$ cat config.mk
export PLATFORM = sky130hd
export DESIGN_NAME = mem_wb_stage
export DESIGN_NICKNAME = d
export VERILOG_FILES = /design/src/rtl/mem_wb_stage.sv
export SDC_FILE = /design/constraint.sdc
export NUM_CORES = 1
export LEC_CHECK = 0
export ABC_AREA = 1
export CELL_PAD_IN_SITES_DETAIL_PLACEMENT = 0
export CELL_PAD_IN_SITES_GLOBAL_PLACEMENT = 1
export CORE_AREA = 2 2 234 236
export DETAILED_ROUTE_END_ITERATION = 10
export DIE_AREA = 0 0 236 238
export GPL_TIMING_DRIVEN = 1
export PLACE_DENSITY_LB_ADDON = 0.1
export SLEW_MARGIN = 5
export SYNTH_ARGS = -nofsm -noshare
export SYNTH_HDL_FRONTEND = slang
export SYNTH_SLANG_ARGS = --single-unit
$ cat constraint.sdc
create_clock -name clk -period 10.1 [get_ports clk]
set_input_delay 1.515 -clock clk [delete_from_list [all_inputs] [get_ports clk]]
set_output_delay 1.515 -clock clk [all_outputs]
set_load 0.01 [all_outputs]
$ cat src/rtl/mem_wb_stage.sv
// Memory stage plus MEM/WB register: resolves branches, runs the data-memory req/ack
// handshake with a timeout abort, and raises mem_stall while an access is in flight.
module mem_wb_stage #(
   parameter int XLEN    = 64,
   parameter int RADDR_W = 5,
   parameter int TIMEOUT = 16
) (
   input  logic               clk,
   input  logic               reset,
   input  logic [RADDR_W-1:0] EX_MEM_Rd,
   input  logic [XLEN-1:0]    EX_MEM_ALU,
   input  logic [XLEN-1:0]    EX_MEM_MUX_FB,
   input  logic [XLEN-1:0]    EX_MEM_Adder,
   input  logic               EX_MEM_Zero,
   input  logic               EX_MEM_Great,
   input  logic               EX_MEM_BranchEq,
   input  logic               EX_MEM_BranchGt,
   input  logic               EX_MEM_MemRead,
   input  logic               EX_MEM_MemWrite,
   input  logic               EX_MEM_RegWrite,
   input  logic               EX_MEM_MemtoReg,
   output logic               dmem_req,
   output logic               dmem_we,
   output logic [XLEN-1:0]    dmem_addr,
   output logic [XLEN-1:0]    dmem_wdata,
   input  logic [XLEN-1:0]    dmem_rdata,
   input  logic               dmem_ack,
   output logic               PCSrc,
   output logic [XLEN-1:0]    Branch_Target,
   output logic               mem_stall,
   output logic               mem_err,
   output logic [RADDR_W-1:0] MEM_WB_Rd,
   output logic [XLEN-1:0]    MEM_WB_ALU,
   output logic [XLEN-1:0]    MEM_WB_ReadData,
   output logic               MEM_WB_RegWrite,
   output logic               MEM_WB_MemtoReg
);

   localparam int CW = (TIMEOUT > 1) ? $clog2(TIMEOUT) : 1;

   typedef enum logic {
      IDLE   = 1'b0,
      ACCESS = 1'b1
   } state_t;

   state_t        r_state;
   logic [CW-1:0] r_count;

   logic w_memOp;
   logic w_timeout;
   logic w_wbRegWrite;

   assign w_memOp      = EX_MEM_MemRead | EX_MEM_MemWrite;
   assign w_timeout    = (r_count == CW'(TIMEOUT - 1));
   assign w_wbRegWrite = EX_MEM_RegWrite & (EX_MEM_Rd != '0);

   assign PCSrc         = (EX_MEM_BranchEq & EX_MEM_Zero) | (EX_MEM_BranchGt & EX_MEM_Great);
   assign Branch_Target = EX_MEM_Adder;

   // Stall drops on the ack/abort cycle so upstream advances in step with the MEM/WB update.
   always_comb begin
      mem_stall = 1'b0;
      if (r_state == IDLE) begin
         mem_stall = w_memOp;
      end else begin
         mem_stall = ~(dmem_ack | w_timeout);
      end
   end

   always_ff @(posedge clk or posedge reset) begin
      if (reset) begin
         r_state         <= IDLE;
         r_count         <= '0;
         dmem_req        <= 1'b0;
         dmem_we         <= 1'b0;
         dmem_addr       <= '0;
         dmem_wdata      <= '0;
         mem_err         <= 1'b0;
         MEM_WB_Rd       <= '0;
         MEM_WB_ALU      <= '0;
         MEM_WB_ReadData <= '0;
         MEM_WB_RegWrite <= 1'b0;
         MEM_WB_MemtoReg <= 1'b0;
      end else begin
         MEM_WB_Rd       <= '0;
         MEM_WB_ALU      <= '0;
         MEM_WB_ReadData <= '0;
         MEM_WB_RegWrite <= 1'b0;
         MEM_WB_MemtoReg <= 1'b0;
         if (r_state == IDLE) begin
            if (w_memOp) begin
               r_state    <= ACCESS;
               r_count    <= '0;
               dmem_req   <= 1'b1;
               dmem_we    <= EX_MEM_MemWrite;
               dmem_addr  <= EX_MEM_ALU;
               dmem_wdata <= EX_MEM_MUX_FB;
            end else begin
               MEM_WB_Rd       <= EX_MEM_Rd;
               MEM_WB_ALU      <= EX_MEM_ALU;
               MEM_WB_RegWrite <= w_wbRegWrite;
               MEM_WB_MemtoReg <= EX_MEM_MemtoReg;
            end
         end else begin
            r_count <= r_count + CW'(1);
            if (dmem_ack) begin
               r_state         <= IDLE;
               dmem_req        <= 1'b0;
               MEM_WB_Rd       <= EX_MEM_Rd;
               MEM_WB_ALU      <= EX_MEM_ALU;
               MEM_WB_ReadData <= dmem_we ? '0 : dmem_rdata;
               MEM_WB_RegWrite <= w_wbRegWrite;
               MEM_WB_MemtoReg <= EX_MEM_MemtoReg;
            end else if (w_timeout) begin
               r_state  <= IDLE;
               dmem_req <= 1'b0;
               mem_err  <= 1'b1;
            end
         end
      end
   end

endmodule

* Word level (Yosys, flattened, before mapping)
Index checks and enable logic that the tools add are counted.
Storage, ports and cells: bits of input ports 272, register bits after elaboration 271, output and inout port bits 332
Operators by class: add/subtract/negate cells 1, reduce and logical (&&, ||, !) cells 5, multiplexer cells 26, bitwise operators 9, equal/unequal tests 2
Operator list (count):
- $mux 64 | 6
- $mux 1 | 15
- $mux 5 | 3
- $mux 4 | 2
- $reduce_bool 5->1 | 1
- $add 4x1->4 const B | 1
- $eq 4x4->1 const B | 1
- $reduce_and 2->1 | 2
- $and 1x1->1 | 3
- $ne 3x2->1 const B | 1
- $not 1->1 | 3
- $or 1x1->1 | 3
- $reduce_and 3->1 | 1
- $reduce_bool 2->1 | 1

* Longest topological paths before layout
word-level depth 4, depth in mapped cells 7, mapped depth without buffers 6

* Least setup slack after synthesis
Ideal clock, no wire load.
kind input-to-output, from input port EX_MEM_MemWrite, to output port mem_stall, cell stages on the path 4, setup slack 6.421 ns, required time 8.585 ns, buffers on the path 2, arrival 2.164 ns, path through o21ai_4 > buf_6 > buf_2 > nand2_1
Between the ends: cells in the longest elaborated chain, start to end 2
Ends and longest elaborated chain:
- start: declaration | line 19 | input logic EX_MEM_MemWrite,
- $or 1x1->1 | line 53 | assign w_memOp = EX_MEM_MemRead | EX_MEM_MemWrite;
- $mux 1 | line 63 | if (r_state == IDLE) begin
- end: declaration | line 30 | output logic mem_stall,
Every way passes these cells.

* Worst setup path in the final report
Same ends and word-level chain as after synthesis.

==> metrics.md <==
| Metric | Value |
|---|---|
| Achievable Freq | 0.192 GHz |
| Via count | roughly 7800 |
| Layout Skew | a little over 0.01 ns |
| WHS Path Cells | 2 |
| Worst path required time | roughly 8.6 ns |
| Overall die height | 238 um |
| Post-CTS setup buffers | 0 |
| Lkg Pwr | approximately 0.0078 uW |
| Core outline area | ~53000 sq um |
| Crit path max fanout | approximately 200 |
| Post-synthesis xor/xnor area fraction | 0% |
| Crit path cell chain | clkdlybuf4s50_1 > o21ai_4 > buf_12 > nand2_1 > clkdlybuf4s50_1 |
| WP data arrival | between 3 and 4 ns |
| Startpoint Class | primary input |
| FF-to-FF path depth | 6 |
| Slew HR | 40.3% |
| Met2 routed WL | 18100 um |
| Nets | 1700 |
| Post-route setup TNS | 0 ns |
| Hold buffers post-CTS | 0 |
| Final setup viols | 0 |
| Cells after synthesis | 1012 |
| 1st-iter DRT viols | approximately 260 |
| H-tree Lvls | 2 |
| DRT antenna net count | 0 |
| Share of cells above drive strength 1 | 4.29% |
| R2r setup slk | between 7 and 8 ns |
| Clk slew on worst S/H paths | ~0.05 ns |
| Hold Crit Start | dmem_wdata[14]$_DFFE_PP0P_ |
| CTS Sinks | 271 |
| Largest family of logic cells by synthesized area | simple AND/OR/NAND/NOR gates |
| Tcrit/Tclk final | roughly half |
| Final Max Tran Viols | 0 |
| Post-Synth Simple-Gate Area | approximately 16% |
| WL final | around 36000 um |
| Post-synthesis mux area share | 0% |
| Fraction of the mapped netlist area in adder cells | less than 1% |
| Slowest stage delay, CP | roughly 0.60 ns |
| Post-Syn Area per Cell | 9.95 sq um |
| VDD IR max | roughly 0.11 mV |
| Num rows | 85 |
| Area grow syn2layout | 60.3% |
| Critical path type | primary input to output port |
| Tmin final | about 5.2 ns |
| Gpl congestion | approximately 0.72 |
| Hpwl dp | 25600 um |
| Worst path most repeated cell | clkdlybuf4s50_1 |
| Yosys Warn Count | 0 |
| Most frequent cells in the layout | clkdlybuf4s50_1 (475), nand2_1 (272), dfrtp_1 (271) |
| Hold endpoint | dmem_wdata[14]$_DFFE_PP0P_ |
| CTS buffer count | 37 |
| Status | complete, no violations |
| Mapped Nets | ~1300 |
| First-pass DRT Iterations | 4 |
| Post-synthesis compound-gate area fraction | roughly 3.7% |
| IO Pins | around 600 |
| Detailed-routed wire length on met3 | ~3300 um |
| Distinct cells, synth | 17 |
| DIE WIDTH | about 240 um |
| Grt ovf | 0 |
| DR vias/cell | around 3.6 |
| Aggregate global-route resource usage | about an eighth |
| I/O Buffers | about 480 |
| Initial antenna violation count | 1 |
| Largest net degree at the start of global routing | approximately 200 |
| Drt wl/cell | about 17 um |
| CTS tree | built |
| Cell Area, Synth | roughly 10000 sq um |
| RSZ-0062 raised after global routing | false |
| R2r endpoint | MEM_WB_ALU[23]$_DFF_PP0_ |
| Clock tree buffer depth | 3 |
| PD cells | 239 nW/um^2 |
| Initial Util | between 10% and 20% |
| Final Core Density | 30.2% |
| Critical path endpoint category | output port |
| Vias in the first global route | 8379 |
| WL met1 | between 10000 and 15000 um |
| DRC viols | 0 |
| Uppermost layer routed | met5 |
| HP Class | flip-flop to flip-flop |
| First-pass GRT wire length | approximately 54000 um |
| Worst slew pin tran | 0.896 ns |
| Total die area | approximately 56000 sq um |
| Commonest non-fill, non-tap cell in the layout | clkdlybuf4s50_1 |
| Worst skew pair latency | between 0.5 and 0.6 ns |
| Worst r2r src | r_state$_DFF_PP0_ |
| Final Hold Fails | 0 |
| Flops & latches, synth | between 200 and 300 |
| N_diodes | 0 |
| Post-synthesis sequential area ratio | between 60% and 70% |
| CP max stage cell | buf_12 |
| Root Buffer | clkbuf_16 |
| Number of max-cap violations | 0 |
| Number of gates resized after CTS | 0 |
==> per-layer routing <==
layer / vias up / track usage [%]
met4: 2 / 5.50
met1: 3649 / 13.8
li1: 3742 / -
met5: - / 0
met3: 75 / 5.39
met2: 312 / 22.0
==> through the flow <==
stage / instance area, sq um / total power (uW) / instances / hold slack, ns / worst slack [ns]
finish: 16100 / 3860 / 2142 / 0.473 / 4.89
global route: 16100 / 4100 / 2142 / 0.499 / 4.74
CTS: 16100 / 3970 / 2142 / 0.479 / 4.79
detailed placement: 15000 / 2670 / 2084 / 0.464 / 4.82
global placement: 15000 / 2670 / 2084 / 0.459 / 4.81
floorplan: 10100 / 1940 / 1012 / 0.475 / 1.12
==> power breakdown <==
group | internal, uW | leakage, uW | switching, uW
logic | 592 | 0.00375 | 556
registers | 1340 | 0.00347 | 122
clock network | 760 | 0.000554 | 489
total | 2690 | 0.00777 | 1170
==> worst max-delay path: cells and delay by family <==
family / cells / cell delay, ns
buf+inv: 3 / 1.68
simple gates: 1 / 0.24
compound gates: 1 / 0.21
==> flip-flops by register name (all words and copies together), names as in the netlist <==
| register | count |
|---|---|
| MEM_WB_RegWrite | 1 |
| r_state | 1 |
| dmem_addr | 64 |
| mem_err | 1 |
| MEM_WB_MemtoReg | 1 |
| r_count | 4 |
| MEM_WB_ALU | 64 |
| MEM_WB_ReadData | 64 |
| MEM_WB_Rd | 5 |
| dmem_req | 1 |
| dmem_wdata | 64 |
| dmem_we | 1 |
==> worst max-delay path by stage <==
stage                          from                      end  slack [ns]  depth (start not counted)
floorplan                     reset  MEM_WB_ALU[0]$_DFF_PP0_        1.12                          1
global placement    EX_MEM_MemWrite                mem_stall        4.81                          5
CTS                 EX_MEM_MemWrite                mem_stall        4.79                          5
finish              EX_MEM_MemWrite                mem_stall        4.89                          5
global route        EX_MEM_MemWrite                mem_stall        4.74                          5
detailed placement  EX_MEM_MemWrite                mem_stall        4.82                          5
==> layout make-up <==
type / count / area [sq um]
clock inverters: 5 / 56.3
multi-input cells: 493 / 1990
inverters: 142 / 543
fillers: 5684 / 37400
well taps: 696 / 871
repair buffers: 482 / 4820
clock buffers: 53 / 1080
flip-flops and latches: 271 / 6780
==> kinds of logic after synthesis <==
logic type                 after synthesis
DFF                                    271
buffers and inverters                  248
adders and majority gates                1
and+or+nand+nor                        422
AOI/OAI and AO/OA                       70
==> cell usage after synthesis <==
master / count / area share [%]
a22o_1: 1 / 0.087
buf_2: 15 / 0.75
buf_4: 77 / 5.7
buf_6: 9 / 1.0
clkbuf_1: 5 / 0.19
dfrtp_1: 271 / 67
ha_1: 1 / 0.12
inv_1: 141 / 5.3
inv_4: 1 / 0.062
nand2_1: 273 / 10
nand3_1: 8 / 0.40
nand3b_1: 1 / 0.075
nor2_1: 140 / 5.2
o21ai_0: 63 / 3.1
o21ai_1: 4 / 0.20
o21ai_4: 1 / 0.16
o21bai_1: 1 / 0.075
(Power assumes the default switching activity.)
==> patch, RTL diff (same flow settings) <==
The parameter `RADDR_W` goes from 5 to 6.
--- a/src/rtl/mem_wb_stage.sv
+++ b/src/rtl/mem_wb_stage.sv
@@ -4,3 +4,3 @@
    parameter int XLEN    = 64,
-   parameter int RADDR_W = 5,
+   parameter int RADDR_W = 6,
    parameter int TIMEOUT = 16
Ports: changed (resized EX_MEM_Rd and MEM_WB_Rd); port bits go from 604 to 606. The function was not compared with the original's and may differ.
==> patch against the original RTL <==
- power up 1.1%
- worst setup slack better by 0.87 ns
- sequential cell count up 1
- wire length up 2.2%
- critical path depth unchanged
- hold slack better by 0.00056 ns
- highest routed layer unchanged
- area after synthesis up 0.56%
- final area up 0.50%
==> patch: results (changes against the original RTL) <==
| Metric | Value |
|---|---|
| Post-layout net count | `1708 (+0.47%)` |
| Vias in the first global route | `8242 (-1.6%)` |
| Latest clock arrival within the worst-skew pair | `0.54 ns` |
| Crit path max fanout | `3 (-98%)` |
| Endpoint, Worst Hold | `dmem_wdata[18]$_DFFE_PP0P_` |
| Reg-to-reg setup timing slack | `7.44 ns (+0.06 ns)` |
| CP Launch Point | `dmem_ack` |
| Critical register-to-register path endpoint | `MEM_WB_ALU[34]$_DFF_PP0_` |
| Total iterations of the first detailed-routing run | `6 (+2)` |
| Top cells by instance count after synthesis | `sky130_fd_sc_hd__nand2_1, sky130_fd_sc_hd__dfrtp_1, sky130_fd_sc_hd__nor2_1` |
| Share of the yosys chip area belonging to registers | `0.6723 (-0.001274)` |
| Setup TNS Final | `0 ns (unchanged)` |
| Total routing resource utilization after global routing | `0.1309 (+0.003077)` |
| First-iteration detailed-routing DRC count | `323 (+23%)` |
| Placed wire-length estimate | `25.94 mm (+1.2%)` |
| Net count after synthesis | `1291 (+0.47%)` |
| Leak | `7.808 nW (+0.52%)` |
| VDD IR-drop max | `0.1004 mV (-10%)` |
| Number of vias in the routed layout | `7748 (-0.41%)` |
| Total cell area at the placement stage | `15070 sq um (+0.39%)` |
| Mapped Cells | `1017 (+0.49%)` |
| Sw Share | `0.3020 (about the same)` |
| Result of the run | `complete, no violations` |
| Fraction of final layout cells with drive strength greater than 1 | `0.04121 (-0.001668)` |
| Number of port buffers | `477 (+0.42%)` |
| Detailed-route wire length per cell | `17.25 um (+1.7%)` |
| Max incr delay on CP | `0.54 ns (-0.06 ns)` |
| Slew at the pin with the worst max-slew slack | `0.9290 ns (+0.03290 ns)` |
| Final-layout worst hold slack | `0.4740 ns (+0.0005610 ns)` |
| First-pass GRT wire length | `55.10 mm (+1.9%)` |
| Worst Path Arrival | `2.82 ns (-0.87 ns)` |
| Crit-path slowest cell | `sky130_fd_sc_hd__clkdlybuf4s50_1` |
| Largest net degree at the start of global routing | `197 (-0.51%)` |
| Final wirelength | `37.12 mm (+2.2%)` |
| Synth cell types | `18 (+1)` |
| Number of antenna violations at the first check in global routing | `2 (+1)` |
| Logic power comb | `1.16 mW` |
| Most area-consuming cells after synthesis | `sky130_fd_sc_hd__dfrtp_1, sky130_fd_sc_hd__nand2_1, sky130_fd_sc_hd__buf_4` |
## patch: cells by family (layout without fill, tap and decap cells)
family	count (synthesis)	count (layout)	share of synthesized area
AO/OA/AOI/OAI	70	70	0.03633
adder cells (fa/ha/maj)	1	1	0.001236
buffers and inverters	249	688	0.1311
flip-flops	272	272	0.6723
AND/OR/NAND/NOR	425	425	0.1590
## patch: cell type report
class / instances / area, sq um
multi-input combinational: 496 / 2003
clock buffer: 57 / 1084
tap: 696 / 870.8
clock inverter: 4 / 73.82
fill: 5622 / 37270
sequential: 272 / 6807
inverter: 143 / 546.8
timing repair buffer: 484 / 4840
## patch: per-layer routing
metal | GRT usage | vias to the layer above | routed length [um]
met2 | 0.2283 | 300 | 18840
met1 | 0.1434 | 3622 | 13960
met3 | 0.04986 | 69 | 3144
li1 | - | 3753 | -
met5 | 0 | - | 30
met4 | 0.05211 | 4 | 1147
## patch: worst max-delay path: cells and delay by family
kind                   cells  cell delay (ns)
buffers and inverters      2             1.00
AND/OR/NAND/NOR            3             0.29
